### src/rtl/pipelined_chunk_adder_pkg.sv
// Shared types for the pipelined chunk adder.
// Operation mode, per-stage valid type and stage-count helper.
package pipelined_chunk_adder_pkg;

    typedef enum logic {
        OP_ADD = 1'b0,
        OP_SUB = 1'b1
    } op_e;

    typedef logic stage_valid_t;

    function automatic int stages(input int width, input int chunk);
        return width / chunk;
    endfunction

endpackage

### src/rtl/pipelined_chunk_adder_slice.sv
// CHUNK-bit combinational ripple slice for the pipelined chunk adder.
// Also exposes the carry into its MSB for signed-overflow detection.
module chunk_adder_slice #(
    parameter int CHUNK = 4
) (
    input  logic [CHUNK-1:0] a,
    input  logic [CHUNK-1:0] b,
    input  logic             cin,
    output logic [CHUNK-1:0] sum,
    output logic             cout,
    output logic             c_msb_in
);

    logic c;

    always_comb begin
        c        = cin;
        sum      = '0;
        c_msb_in = 1'b0;
        for (int i = 0; i < CHUNK; i++) begin
            if (i == CHUNK - 1) c_msb_in = c;
            sum[i] = a[i] ^ b[i] ^ c;
            c      = (a[i] & b[i]) | (c & (a[i] ^ b[i]));
        end
        cout = c;
    end

endmodule

### src/rtl/pipelined_chunk_adder.sv
// Pipelined WIDTH-bit add/sub, one CHUNK-bit slice per stage, valid/ready both sides.
// Optional output clamp on signed overflow: PIPELINED_CHUNK_ADDER_SAT_EN.
module pipelined_chunk_adder
    import pipelined_chunk_adder_pkg::*;
#(
    parameter int WIDTH = 16,
    parameter int CHUNK = 4
) (
    input  logic             clk,
    input  logic             rst,
    input  logic             in_valid,
    output logic             in_ready,
    input  logic [WIDTH-1:0] in_a,
    input  logic [WIDTH-1:0] in_b,
    input  logic             in_c,
    input  logic             in_sub,
    output logic             out_valid,
    input  logic             out_ready,
    output logic [WIDTH-1:0] out_sum,
    output logic             out_c,
    output logic             out_ovf
);

    localparam int STAGES = stages(WIDTH, CHUNK);
    localparam int MSB    = WIDTH - 1;

    if (CHUNK < 1 || (WIDTH % CHUNK) != 0) begin : g_bad_cfg
        $error("WIDTH must be a non-zero multiple of CHUNK");
    end

    op_e              op;
    logic             adv;
    logic [WIDTH-1:0] b_eff;
    logic             cin;

    assign op       = op_e'(in_sub);
    assign adv      = !out_valid || out_ready;
    assign in_ready = adv;
    assign b_eff    = (op == OP_SUB) ? ~in_b : in_b;
    assign cin      = (op == OP_SUB) ? ~in_c : in_c;

    stage_valid_t     v_q   [STAGES];
    logic [WIDTH-1:0] a_q   [STAGES];
    logic [WIDTH-1:0] b_q   [STAGES];
    logic [WIDTH-1:0] s_q   [STAGES];
    logic [WIDTH-1:0] s_nxt [STAGES];
    logic             c_q   [STAGES];

    logic [CHUNK-1:0] slice_sum  [STAGES];
    logic             slice_cout [STAGES];
    logic             slice_cmsb [STAGES];

    for (genvar i = 0; i < STAGES; i++) begin : g_stage
        localparam int LO = i * CHUNK;
        localparam logic [WIDTH-1:0] MASK = WIDTH'({CHUNK{1'b1}}) << LO;

        chunk_adder_slice #(
            .CHUNK(CHUNK)
        ) u_slice (
            .a        (a_q[i][LO +: CHUNK]),
            .b        (b_q[i][LO +: CHUNK]),
            .cin      (c_q[i]),
            .sum      (slice_sum[i]),
            .cout     (slice_cout[i]),
            .c_msb_in (slice_cmsb[i])
        );

        // Merge this stage's slice into the result collected so far.
        assign s_nxt[i] = (s_q[i] & ~MASK) | (WIDTH'(slice_sum[i]) << LO);
    end

    logic [WIDTH-1:0] res_sum;
    logic             res_c;
    logic             res_ovf;

    assign res_c   = slice_cout[STAGES-1];
    assign res_ovf = slice_cmsb[STAGES-1] ^ res_c;

`ifdef PIPELINED_CHUNK_ADDER_SAT_EN
    localparam logic [WIDTH-1:0] SMIN = WIDTH'(1) << MSB;
    localparam logic [WIDTH-1:0] SMAX = ~SMIN;

    // A wrapped negative result means the true value overflowed upward.
    always_comb begin
        res_sum = s_nxt[STAGES-1];
        if (res_ovf) res_sum = s_nxt[STAGES-1][MSB] ? SMAX : SMIN;
    end
`else
    assign res_sum = s_nxt[STAGES-1];
`endif

    always_ff @(posedge clk) begin
        if (rst) begin
            for (int i = 0; i < STAGES; i++) begin
                v_q[i] <= 1'b0;
                a_q[i] <= '0;
                b_q[i] <= '0;
                s_q[i] <= '0;
                c_q[i] <= 1'b0;
            end
            out_valid <= 1'b0;
            out_sum   <= '0;
            out_c     <= 1'b0;
            out_ovf   <= 1'b0;
        end else if (adv) begin
            v_q[0] <= in_valid;
            a_q[0] <= in_a;
            b_q[0] <= b_eff;
            s_q[0] <= '0;
            c_q[0] <= cin;
            for (int i = 1; i < STAGES; i++) begin
                v_q[i] <= v_q[i-1];
                a_q[i] <= a_q[i-1];
                b_q[i] <= b_q[i-1];
                s_q[i] <= s_nxt[i-1];
                c_q[i] <= slice_cout[i-1];
            end
            out_valid <= v_q[STAGES-1];
            out_sum   <= res_sum;
            out_c     <= res_c;
            out_ovf   <= res_ovf;
        end
    end

endmodule

### config.mk
export PLATFORM = sky130hd
export DESIGN_NAME = pipelined_chunk_adder
export DESIGN_NICKNAME = d
export VERILOG_FILES = /design/src/rtl/pipelined_chunk_adder_pkg.sv /design/src/rtl/pipelined_chunk_adder_slice.sv /design/src/rtl/pipelined_chunk_adder.sv
export SDC_FILE = /design/constraint.sdc
export NUM_CORES = 1
export LEC_CHECK = 0
export ABC_AREA = 1
export CAP_MARGIN = 20
export CELL_PAD_IN_SITES_DETAIL_PLACEMENT = 1
export CELL_PAD_IN_SITES_GLOBAL_PLACEMENT = 1
export CORE_UTILIZATION = 45
export DETAILED_ROUTE_END_ITERATION = 10
export MAX_ROUTING_LAYER = met4
export PLACE_DENSITY = 0.79
export SYNTH_ARGS = -nofsm -noshare
export SYNTH_HDL_FRONTEND = slang
export SYNTH_SLANG_ARGS = --single-unit
### constraint.sdc
create_clock -name clk -period 4.9 [get_ports clk]
set_input_delay 1.225 -clock clk [delete_from_list [all_inputs] [get_ports clk]]
set_output_delay 1.225 -clock clk [all_outputs]
set_load 0.03 [all_outputs]
==> results.json <==
{
  "regToRegStartpoint": "c_q[2]$_SDFFCE_PN0P_",
  "drc": 5,
  "leakage_nw": 2.85,
  "ctsResizeCount": 0,
  "max_freq_mhz": 269,
  "gr-total-overflow": 0,
  "endpoint_kind": "output port",
  "firstDrtPassIters": 7,
  "clock_latency_ns": 0.41,
  "h-tree-depth": 4,
  "synthesis.nets": 528,
  "grt_pass1_vias": 3372,
  "netlist.area_leader.share_pct": 61.9,
  "ioPinCount": 58,
  "period_minus_slack_ns": 3.72,
  "ys_types": 15,
  "synth_warnings": 0,
  "reg2reg_to": "s_q[3][11]$_SDFFCE_PN0P_",
  "hold_start": "out_sum[7]$_SDFFE_PP0N_",
  "wl_mm": 9.26,
  "rr_worst_depth": 8,
  "min_path_cells": 2,
  "cts_setup_buffers": 0,
  "antenna_found_initial": 0,
  "nNetsFinal": 589,
  "portBuffers": 57,
  "hold_ws_ns": 0.450,
  "diodes": 0,
  "die_y_microns": 112,
  "tightest_slew_ns": 0.869,
  "die_width_microns": 112,
  "via_count": 3116,
  "critPathMaxFanout": 2,
  "drv_slew": 0,
  "slew_headroom_pct": 41.9,
  "synth-seq-area-share_pct": 68.9,
  "row_count": 39,
  "final-hold-violation-count": 0,
  "power_density_mw_per_mm2": 403,
  "rsz0062_at_grt": "false",
  "post-route-period-util_pct": 75.8,
  "ctsHoldBuffers": 0,
  "crit_chain": "clkdlybuf4s50_1 > inv_1 > nand2_1 > clkdlybuf4s50_1",
  "drtAntennaViolNets": 0,
  "clockBufferDepth": 2,
  "syn_area_per_cell_sq_um": 11.5,
  "root_buffer": "clkbuf_16",
  "start_kind": "input port",
  "r2r_slack_ns": 2.45,
  "gp_congestion": 0.710,
  "clk_pin_slew_worst_paths_ns": 0.05,
  "wire_per_inst_microns": 13.4,
  "syn_area_sq_mm": 0.00544,
  "cts_tree": "done",
  "critPathMostFrequentCell": "clkdlybuf4s50_1",
  "status": "finished, violations left",
  "cpMaxStageDelayCell": "clkdlybuf4s50_1",
  "yosysMostFrequentCell": "inv_1",
  "max_stage_delay_ns": 0.67,
  "async_flop_share_pct": 0,
  "ys_top_cells_by_area": "edfxtp_1 (62%), inv_1 (8.0%), nor2_1 (7.7%)",
  "worst_ep_arrival_time_ns": 2.49,
  "drtIter0Drc": 153,
  "synth_edf_count": 112,
  "violations": "DRC",
  "worst-setup-path-type": "in -> out",
  "cts.sinks": 131,
  "whs_endpoint": "out_sum[7]$_SDFFE_PP0N_",
  "ys.flop_type": "edfxtp_1",
  "setup_viol_count_final": 0,
  "maxCapViolCount": 0,
  "fin_worst_skew_ns": 0.00799,
  "via_per_inst": 4.51,
  "min_path_type": "reg -> reg",
  "grt_max_degree": 113,
  "grt_pass1_wl_mm": 15.5,
  "syn_inst": 474,
  "grt_use_total_pct": 17.2,
  "cp_data_required_time_ns": 3.67,
  "cts_buffers": 17,
  "synthTopCellsByCount": "inv_1 (116), edfxtp_1 (112), nor2_1 (112), nand2_1 (44), dfxtp_1 (19)",
  "synth-seq-cells": 131,
  "core_area_sq_mm": 0.0116,
  "dp_hpwl_mm": 5.28,
  "finalSetupTns_ns": 0,
  "syn_to_final_growth_pct": 23.9,
  "initial_core_util_pct": 46.8,
  "synth_top_area_cell": "edfxtp_1",
  "dieArea_sq_mm": 0.0125,
  "drive_above_1_share_pct": 6.02,
  "irDropWorstVdd_mv": 0.224
}
power by group:
group	switching (mW)	internal, mW
Sequential	0.0241	1.28
Clock	0.446	0.790
Combinational	0.0933	0.0792
registers in the layout (all words and copies together), names as in the netlist:
register	cells
out_ovf	1
a_q	40
out_sum	16
v_q	4
c_q	4
s_q	24
out_valid	1
b_q	40
out_c	1
placed cells by master (no fill, tap or decap):
master | Yosys | final
inv_1 | 116 | 115
nor2_1 | 112 | 112
edfxtp_1 | 112 | 112
clkdlybuf4s50_1 | 0 | 57
nand2_1 | 44 | 43
dfxtp_1 | 19 | 19
xnor2_1 | 17 | 17
clkbuf_16 | 0 | 17
fa_1 | 16 | 16
nand3_1 | 15 | 15
clkinv_2 | 0 | 3
clkinvlp_4 | 0 | 3
clkinv_1 | 0 | 3
bufinv_16 | 0 | 3
clkbuf_1 | 0 | 3
nand3b_1 | 2 | 2
inv_2 | 1 | 1
nand2_4 | 0 | 1
nor2_4 | 1 | 1
inv_4 | 0 | 1
a21oi_1 | 1 | 1
buf_16 | 0 | 1
buf_12 | 0 | 1
buf_4 | 1 | 1
worst max path at each step:
stage                   start                 endpoint  slack, ns  depth (start not counted)
finish              out_ready                 in_ready       1.18                          4
global route        out_ready                 in_ready       1.13                          4
floorplan           out_ready  a_q[0][0]$_SDFFCE_PN0P_       0.65                          5
CTS                 out_ready                 in_ready       1.18                          4
detailed placement  out_ready                 in_ready       1.19                          4
global placement    out_ready                 in_ready       1.22                          4
per-stage QoR:
step	power, mW	utilization [%]	std cells	cell area, sq um	setup WS (ns)
after global routing	2.81	58.0	691	6730	1.13
after detailed placement	1.49	52.8	658	6130	1.19
after CTS	2.74	57.7	690	6710	1.18
after floorplan	1.42	-	474	5440	0.653
final	2.71	58.0	691	6730	1.18
after global placement	1.48	52.8	658	6130	1.22
layer usage:
metal	up-vias	GRT usage (%)	part of all wire [%]	wire length (microns)
li1	1554	-	-	-
met1	1465	17.4	42	3870
met2	71	29.4	52	4790
met3	26	5.55	3.6	333
met4	0	9.19	2.9	271
met5	-	-	0	0
cell type report:
cell class | count | area (sq um)
Sequential cell | 131 | 3740
Clock inverter | 12 | 139
Fill cell | 1213 | 4880
Multi-Input combinational cell | 208 | 1170
Tap cell | 143 | 179
Clock buffer | 20 | 437
Timing Repair Buffer | 60 | 626
Inverter | 117 | 442
kinds of logic (layout without fill, tap and decap cells):
logic type / Yosys count / in the layout / share of synthesized area [%]
adders and majority gates: 16 / 16 / 5.89
buffers and inverters: 135 / 209 / 9.76
AOI/OAI and AO/OA: 1 / 1 / 0.0920
DFF: 131 / 131 / 68.9
and+or+nand+nor: 174 / 174 / 12.6
xor gates and xnor gates: 17 / 17 / 2.74
worst max-delay path: cells and delay by family:
kind	cells	cell delay, ns
simple gates	1	0.08
buf+inv	3	1.18
Note: power is estimated with default switching activity, not from simulation.
